--- config.mk ---
export PLATFORM = sky130hd
export DESIGN_NAME = systolic_pe
export DESIGN_NICKNAME = d
export VERILOG_FILES = /design/src/rtl/systolic_pe.sv
export SDC_FILE = /design/constraint.sdc
export NUM_CORES = 1
export LEC_CHECK = 0
export ABC_AREA = 0
export ABC_CLOCK_PERIOD_IN_PS = 9400
export CORE_ASPECT_RATIO = 1.75
export CORE_UTILIZATION = 30
export CTS_BUF_LIST = sky130_fd_sc_hd__clkbuf_4
export CTS_CLUSTER_DIAMETER = 80
export DETAILED_ROUTE_END_ITERATION = 7
export PLACE_DENSITY_LB_ADDON = 0.3
export SLEW_MARGIN = 30
export SYNTH_ARGS = -nofsm -noshare
export SYNTH_HDL_FRONTEND = slang
export SYNTH_SLANG_ARGS = --single-unit
--- constraint.sdc ---
create_clock -name clk -period 9.4 [get_ports clk]
set_input_delay 1.88 -clock clk [delete_from_list [all_inputs] [get_ports clk]]
set_output_delay 1.88 -clock clk [all_outputs]
set_load 0.05 [all_outputs]
--- src/rtl/systolic_pe.sv ---
// systolic_pe: signed MAC PE; A/B forwarded east/south with 1-cycle latency, result valid 1 cycle after the last beat.
// No backpressure; i_enable=0 freezes every register. Define SYSTOLIC_PE_RELU_EN to clamp negative results to 0.
module systolic_pe #(
  parameter int DATA_WIDTH = 8,
  parameter int ACC_WIDTH  = 32,
  parameter int OUT_WIDTH  = 16,
  parameter int OUT_SHIFT  = 0
) (
  input  logic                  clk,
  input  logic                  i_reset,
  input  logic                  i_enable,
  input  logic [DATA_WIDTH-1:0] i_a,
  input  logic [DATA_WIDTH-1:0] i_b,
  input  logic                  i_valid,
  input  logic                  i_last,
  input  logic                  i_clear,
  output logic [DATA_WIDTH-1:0] o_a,
  output logic [DATA_WIDTH-1:0] o_b,
  output logic                  o_valid_fwd,
  output logic                  o_last_fwd,
  output logic [OUT_WIDTH-1:0]  o_result,
  output logic                  o_result_valid,
  output logic                  o_overflow,
  output logic                  o_busy
);

  localparam logic [0:0] ST_IDLE  = 1'b0;
  localparam logic [0:0] ST_ACCUM = 1'b1;

  localparam logic signed [ACC_WIDTH-1:0] ACC_MAX = {1'b0, {(ACC_WIDTH-1){1'b1}}};
  localparam logic signed [ACC_WIDTH-1:0] ACC_MIN = {1'b1, {(ACC_WIDTH-1){1'b0}}};
  localparam logic signed [ACC_WIDTH-1:0] OUT_MAX = ACC_WIDTH'({1'b0, {(OUT_WIDTH-1){1'b1}}});
  localparam logic signed [ACC_WIDTH-1:0] OUT_MIN = ~OUT_MAX;

  logic [DATA_WIDTH-1:0] a_q, a_d, b_q, b_d;
  logic                  vld_fwd_q, vld_fwd_d, last_fwd_q, last_fwd_d;
  logic [0:0]            state_q, state_d;
  logic [ACC_WIDTH-1:0]  acc_q, acc_d;
  logic                  ovf_q, ovf_d;
  logic [OUT_WIDTH-1:0]  result_q, result_d;
  logic                  result_vld_q, result_vld_d;
  logic                  overflow_q, overflow_d;

  logic signed [2*DATA_WIDTH-1:0] prod;
  logic signed [ACC_WIDTH-1:0]    prod_ext, acc_eff, sum_sat, sum_shift, res_wide;
  logic signed [ACC_WIDTH:0]      sum_wide;
  logic                           add_sat, ovf_eff, out_sat;
  logic [OUT_WIDTH-1:0]           res_out;

  // Finish-time datapath: saturating add, arithmetic shift, output saturation.
  always_comb begin
    prod     = $signed({{DATA_WIDTH{i_a[DATA_WIDTH-1]}}, i_a}) *
               $signed({{DATA_WIDTH{i_b[DATA_WIDTH-1]}}, i_b});
    prod_ext = ACC_WIDTH'(prod);
    acc_eff  = (state_q == ST_ACCUM) ? $signed(acc_q) : '0;
    sum_wide = {acc_eff[ACC_WIDTH-1], acc_eff} + {prod_ext[ACC_WIDTH-1], prod_ext};
    add_sat  = sum_wide[ACC_WIDTH] != sum_wide[ACC_WIDTH-1];
    if (add_sat) begin
      sum_sat = sum_wide[ACC_WIDTH] ? ACC_MIN : ACC_MAX;
    end else begin
      sum_sat = sum_wide[ACC_WIDTH-1:0];
    end
    ovf_eff   = ((state_q == ST_ACCUM) & ovf_q) | add_sat;
    sum_shift = sum_sat >>> OUT_SHIFT;
    out_sat   = 1'b0;
    res_wide  = sum_shift;
    if (sum_shift > OUT_MAX) begin
      res_wide = OUT_MAX;
      out_sat  = 1'b1;
    end else if (sum_shift < OUT_MIN) begin
      res_wide = OUT_MIN;
      out_sat  = 1'b1;
    end
    res_out = res_wide[OUT_WIDTH-1:0];
`ifdef SYSTOLIC_PE_RELU_EN
    if (res_out[OUT_WIDTH-1]) begin
      res_out = '0;
    end
`else
`endif
  end

  always_comb begin
    a_d          = a_q;
    b_d          = b_q;
    vld_fwd_d    = vld_fwd_q;
    last_fwd_d   = last_fwd_q;
    state_d      = state_q;
    acc_d        = acc_q;
    ovf_d        = ovf_q;
    result_d     = result_q;
    result_vld_d = result_vld_q;
    overflow_d   = overflow_q;
    if (i_enable) begin
      a_d          = i_a;
      b_d          = i_b;
      vld_fwd_d    = i_valid;
      last_fwd_d   = i_last & i_valid;
      result_vld_d = 1'b0;
      if (i_clear) begin
        acc_d   = '0;
        ovf_d   = 1'b0;
        state_d = ST_IDLE;
      end else if (i_valid) begin
        if (i_last) begin
          result_d     = res_out;
          overflow_d   = ovf_eff | out_sat;
          result_vld_d = 1'b1;
          acc_d        = '0;
          ovf_d        = 1'b0;
          state_d      = ST_IDLE;
        end else begin
          acc_d   = sum_sat;
          ovf_d   = ovf_eff;
          state_d = ST_ACCUM;
        end
      end
    end
  end

  always_ff @(posedge clk) begin
    if (!i_reset) begin
      a_q          <= '0;
      b_q          <= '0;
      vld_fwd_q    <= 1'b0;
      last_fwd_q   <= 1'b0;
      state_q      <= ST_IDLE;
      acc_q        <= '0;
      ovf_q        <= 1'b0;
      result_q     <= '0;
      result_vld_q <= 1'b0;
      overflow_q   <= 1'b0;
    end else begin
      a_q          <= a_d;
      b_q          <= b_d;
      vld_fwd_q    <= vld_fwd_d;
      last_fwd_q   <= last_fwd_d;
      state_q      <= state_d;
      acc_q        <= acc_d;
      ovf_q        <= ovf_d;
      result_q     <= result_d;
      result_vld_q <= result_vld_d;
      overflow_q   <= overflow_d;
    end
  end

  assign o_a            = a_q;
  assign o_b            = b_q;
  assign o_valid_fwd    = vld_fwd_q;
  assign o_last_fwd     = last_fwd_q;
  assign o_result       = result_q;
  assign o_result_valid = result_vld_q;
  assign o_overflow     = overflow_q;
  assign o_busy         = (state_q == ST_ACCUM);

endmodule

==> results.py, run 1 <==
metrics = {
    "floorplanning": {
        "die_x_um": 134,
        "ioPinCount": 59,
        "core_area_um2": 30000,
        "die_area_um2": 31100,
        "initial_utilization_pct": 30.4,
        "rows": 84,
        "die_h_um": 233,
    },
    "place": {
        "place_area_um2": 10200,
        "portBuffers": 58,
        "place.detailed.hpwl_um": 21800,
        "gp_congestion": 0.881,
    },
    "yosys": {
        "synth_adder_area_share_pct": 41.2,
        "synth_edf_count": 0,
        "synth_top_area_share_pct": 30.8,
        "syn_nets": 1202,
        "post-synth-top-count-cell": "fa_1",
        "avgSynthCellArea_um2": 9.41,
        "ys_seq_elements": 70,
        "synthTopCellsByCount": "fa_1, inv_1, nand2_1",
        "synth_top_family_by_area": "adder cells",
        "netlist_area_um2": 9110,
        "ys_seq_area_share_pct": 15.4,
        "ys.flop_type": "dfxtp_1",
        "synth_cell_types": 74,
        "synth_compound_area_share_pct": 16.4,
        "synth_area_leaders": "fa_1, dfxtp_1, ha_1",
        "yosys.area.top_type": "fa_1",
        "yosys_warnings": 0,
        "async_reset_ff_share_pct": 0,
        "synthMuxAreaShare_pct": 1.98,
        "synth_cells": 968,
        "yosys.area_share.simple_pct": 15.6,
        "synth-xor-area-share_pct": 2.66,
    },
    "sta": {
        "timing.fmax_mhz": 117,
        "setup_viol": 0,
        "worst_pin_slew_ns": 0.755,
        "rsz0062_at_grt": "no",
        "slew_violations": 0,
        "skew_ns": 0.0378,
        "relSlewSlack_pct": 49.6,
        "fin_crit_sh_pct": 91.3,
        "tns_ns": 0,
        "hold_viol": 0,
        "finalWorstPathRequiredPeriod_ns": 8.58,
    },
    "layout": {
        "multi_input_area_um2": 7100,
        "seq_area_um2": 1400,
        "fillers": 3115,
        "design_area_um2": 10400,
        "nets": 1257,
        "area_delta_synth_final_pct": 13.9,
        "layout-drive-gt1-share_pct": 7.50,
    },
    "critical_path": {
        "cp_common_cell": "fa_1",
        "crit_path_end_kind": "register",
        "crit_family": "adder cells",
        "cp_num_buf_inv": 5,
        "start_kind": "primary input",
        "cp_cell_sequence": "clkdlybuf4s50_1 > nand2_1 > inv_1 > fa_1 > inv_1 > fa_1 > inv_1 > buf_4 > fa_1 > fa_1 > ha_1 > ha_1 > a211oi_1 > o211ai_1 > a21boi_2 > nor2_1 > a211o_1 > xor2_1 > nand3_1 > or4_4 > nor3b_2 > a311oi_2",
        "critPathKind": "in -> reg",
        "worst_ep_arrival_time_ns": 8.97,
        "required_ns": 9.79,
        "critPathMaxStageDelay_ns": 0.61,
        "worstPathMaxFanout": 14,
        "cp_slowest_cell": "clkdlybuf4s50_1",
    },
    "global_route": {
        "grt_overflow": 0,
        "track_usage_pct": 18.2,
        "antenna_found_initial": 2,
        "grt_pass1_wl_um": 42800,
        "grt_pass1_vias": 7856,
        "grt_max_degree": 66,
    },
    "route": {
        "wl_per_cell_um": 18.6,
        "ant_nets": 0,
        "drc": 0,
        "dr.pass1.iters": 7,
        "wirelength_um": 26400,
        "drt_first_iter_violations": 374,
        "via_per_inst": 5.02,
        "vias": 7107,
    },
    "cts": {
        "cts_hold_buf": 0,
        "htree_levels": 3,
        "clock_sinks": 70,
        "cts.repair.resized": 0,
        "cts_setup_buffers": 0,
        "cts_made_buffers": 9,
        "path_clk_slew_ns": 0.13,
        "clk_latency_ns": 0.50,
        "clock_path_buffers": 2,
        "tritoncts": "done",
        "root_buffer": "clkbuf_4",
    },
    "min_path": {
        "hold_class": "reg -> reg",
    },
    "status": {
        "status": "finished clean",
    },
    "job": {
        "drv_cap": 0,
    },
}
==> metrics by stage <==
stage,util (%),instances,hold slack [ns],worst slack [ns]
6_report,34.6,1416,0.459,0.822
3_3_place_gp,34.2,1399,0.440,0.377
4_1_cts,34.6,1414,0.464,0.866
3_5_place_dp,34.2,1399,0.447,0.380
5_1_grt,34.6,1416,0.500,0.450
2_1_floorplan,-,968,0.417,0.456
==> sequential cells by signal, indices dropped and copies added (netlist names) <==
register / flops
o_last_fwd: 1
o_overflow: 1
o_valid_fwd: 1
o_busy: 1
o_result: 16
ovf_q: 1
o_a: 8
o_result_valid: 1
acc_q: 32
o_b: 8
==> tightest hold or removal path: cells and delay by family (launching register included) <==
| kind | cells | cell delay (ns) |
|---|---|---|
| AND/OR/NAND/NOR | 1 | 0.05 |
| AO/OA/AOI/OAI | 1 | 0.05 |
| flip-flops | 1 | 0.33 |
==> layer usage <==
metal,wire (um),track usage [%],vias up
met5,0,0,-
met4,1960,13.1,0
met3,472,1.90,63
met2,15300,36.3,140
met1,8690,16.7,3556
li1,-,-,3348
==> area by class of cell <==
type,instances,area share [%]
multi-input cells,743,68.4
flip-flops and latches,70,13.5
repair buffers,91,8.18
well taps,387,4.67
inverters,108,3.91
clock buffers,9,0.651
clock inverters,6,0.603
diodes,2,0.0482
==> final timing paths <==
kind                               start           to  slack (ns)  cells after the start
worst max-delay path              i_b[3]  o_result[5]        0.82                     22
worst max register to register    o_busy  o_result[5]        2.47                     20
worst min register to register  acc_q[9]     acc_q[9]        0.46                      2
worst min-delay path            acc_q[9]     acc_q[9]        0.46                      2
==> logic make-up (layout without fill, tap and decap cells) <==
kind of cell | after synthesis | count (layout)
AND/OR/NAND/NOR | 265 | 265
adder cells (fa/ha/maj) | 217 | 217
AO/OA/AOI/OAI | 217 | 217
buffers and inverters | 155 | 214
flip-flops | 70 | 70
XOR/XNOR | 26 | 26
multiplexers | 18 | 18
other | 0 | 2
==> layout by cell type (no fill, tap or decap), types with 25 or more instances in the layout <==
cell	synthesis	routed
fa_1	140	140
inv_1	107	107
nand2_1	78	78
ha_1	72	72
dfxtp_1	70	69
and2_1	68	67
clkdlybuf4s50_1	0	57
a21oi_1	48	48
o21ai_0	45	45
nor2_1	33	33
buf_4	1	31
nor2b_1	25	25
Power of run 1 is not shown: default switching activity piles up to over one toggle a cycle in this logic, so the estimate is an artifact.
==> run 2, diff against run 1 <==
--- a/config.mk
+++ b/config.mk
@@ -8,10 +8,11 @@
 export ABC_AREA = 0
 export ABC_CLOCK_PERIOD_IN_PS = 9400
 export CORE_ASPECT_RATIO = 1.75
-export CORE_UTILIZATION = 30
+export CORE_UTILIZATION = 50
 export CTS_BUF_LIST = sky130_fd_sc_hd__clkbuf_4
 export CTS_CLUSTER_DIAMETER = 80
 export DETAILED_ROUTE_END_ITERATION = 7
+export GPL_TIMING_DRIVEN = 1
 export PLACE_DENSITY_LB_ADDON = 0.3
 export SLEW_MARGIN = 30
 export SYNTH_ARGS = -nofsm -noshare
==> run 2 against run 1 <==
  * Design area is 2.6% lower
  * Core utilization grew 22 points
  * Highest routed layer unchanged
  * Wire length fell by 8.5%
  * Clock skew down 0.015 ns
  * Register-to-register slack improved by 0.23 ns
  * Hold slack better by 0.015 ns
  * Critical path depth stayed put
==> results.py, run 2 (synthesis gave the netlist of run 1 again) <==
metrics = {
    "floorplanning": {
        "die_h_um": 181,
        "die_x_um": 104,
        "ioPinCount": 59,
        "die_area_um2": 18800,
        "core_area_um2": 17900,
        "rows": 65,
        "initial_utilization_pct": 50.9,
    },
    "sta": {
        "timing.fmax_mhz": 117,
        "finalWorstPathRequiredPeriod_ns": 8.55,
        "worst_pin_slew_ns": 0.621,
        "hold_viol": 0,
        "relSlewSlack_pct": 58.6,
        "holdWs_ns": 0.474,
        "tns_ns": 0,
        "skew_ns": 0.0232,
        "setup_viol": 0,
        "rsz0062_at_grt": "no",
        "fin_crit_sh_pct": 91.0,
        "slew_violations": 0,
    },
    "layout": {
        "multi_input_area_um2": 7100,
        "layout_commonest_cell": "fa_1",
        "seq_area_um2": 1400,
        "top_register": "acc_q",
        "final_cell_mix": "fa_1, inv_1, nand2_1, ha_1, dfxtp_1",
        "post-route-util_pct": 56.4,
        "largest_register_ff_count": 32,
        "area_delta_synth_final_pct": 10.9,
        "layout-drive-gt1-share_pct": 6.69,
        "fillers": 1667,
        "nets": 1246,
    },
    "cts": {
        "tritoncts": "done",
        "root_buffer": "clkbuf_4",
        "cts_setup_buffers": 0,
        "path_clk_slew_ns": 0.13,
        "clk_latency_ns": 0.44,
        "clock_path_buffers": 2,
        "cts.repair.resized": 0,
        "cts_hold_buf": 0,
        "cts_made_buffers": 9,
        "clock_sinks": 70,
        "htree_levels": 3,
    },
    "route": {
        "ant_nets": 0,
        "drc": 0,
        "via_per_inst": 5.70,
        "wl_per_cell_um": 19.3,
        "drt_first_iter_violations": 423,
        "wirelength_um": 24100,
        "vias": 7138,
        "dr.pass1.iters": 5,
    },
    "global_route": {
        "grt_pass1_vias": 7794,
        "antenna_found_initial": 1,
        "grt_pass1_wl_um": 40200,
        "track_usage_pct": 27.6,
        "grt_max_degree": 66,
        "grt_overflow": 0,
    },
    "place": {
        "gp_congestion": 0.938,
        "place.detailed.hpwl_um": 19900,
        "portBuffers": 58,
    },
    "critical_path": {
        "critPathKind": "in -> reg",
        "worst_ep_arrival_time_ns": 8.89,
        "required_ns": 9.74,
        "crit_path_end_kind": "register",
        "worstPathMaxFanout": 18,
        "start_kind": "primary input",
    },
    "min_path": {
        "hold_class": "reg -> reg",
    },
    "status": {
        "status": "finished clean",
    },
    "job": {
        "drv_cap": 0,
    },
}
run 2: critical path, cell delays in order:
cell and delay, ns:
clkdlybuf4s50_1 0.66, nand2_1 0.21, inv_1 0.11, fa_1 0.46, inv_1 0.23, fa_1 0.48, inv_1 0.07, buf_4 0.30
fa_1 0.49, fa_1 0.49, ha_1 0.32, ha_1 0.47, and4_1 0.36, nand3_2 0.13, or3_1 0.37, o2111ai_1 0.24
a31oi_1 0.17, xnor2_2 0.39, buf_4 0.30, nand2b_1 0.39, a21boi_0 0.15, o21a_1 0.18
run 2: routing by layer:
metal	GRT usage [%]	vias up	part of all wire (%)
li1	-	3322	-
met1	28.1	3580	34
met2	51.6	161	55
met3	2.53	75	2.0
met4	20.2	0	8.8
met5	0	-	0
run 2: area by class of cell:
cell class                      instances  share of cell area, %
Clock inverter                          6                  0.694
Inverter                              108                   4.01
Multi-Input combinational cell        743                   70.3
Timing Repair Buffer                   80                   7.46
Clock buffer                           10                  0.743
Tap cell                              234                   2.90
Antenna cell                            1                 0.0248
Sequential cell                        70                   13.9
run 2: path summary, 6_finish.rpt:
path            start  slack (ns)      endpoint  depth (start not counted)
min          acc_q[9]        0.47      acc_q[9]                          2
min reg2reg  acc_q[9]        0.47      acc_q[9]                          2
max            i_a[7]        0.85         ovf_q                         22
max reg2reg    o_busy        2.70  o_result[13]                         20
run 2: per-stage QoR:
stage / cells / worst slack (ns) / area, um^2
6_report: 1252 / 0.845 / 10100
5_1_grt: 1252 / 0.367 / 10100
4_1_cts: 1251 / 0.887 / 10100
3_5_place_dp: 1235 / 0.418 / 9950
3_3_place_gp: 1235 / 0.509 / 9950
2_1_floorplan: 968 / 0.456 / 9110
Power of run 2 is left out for the same reason.
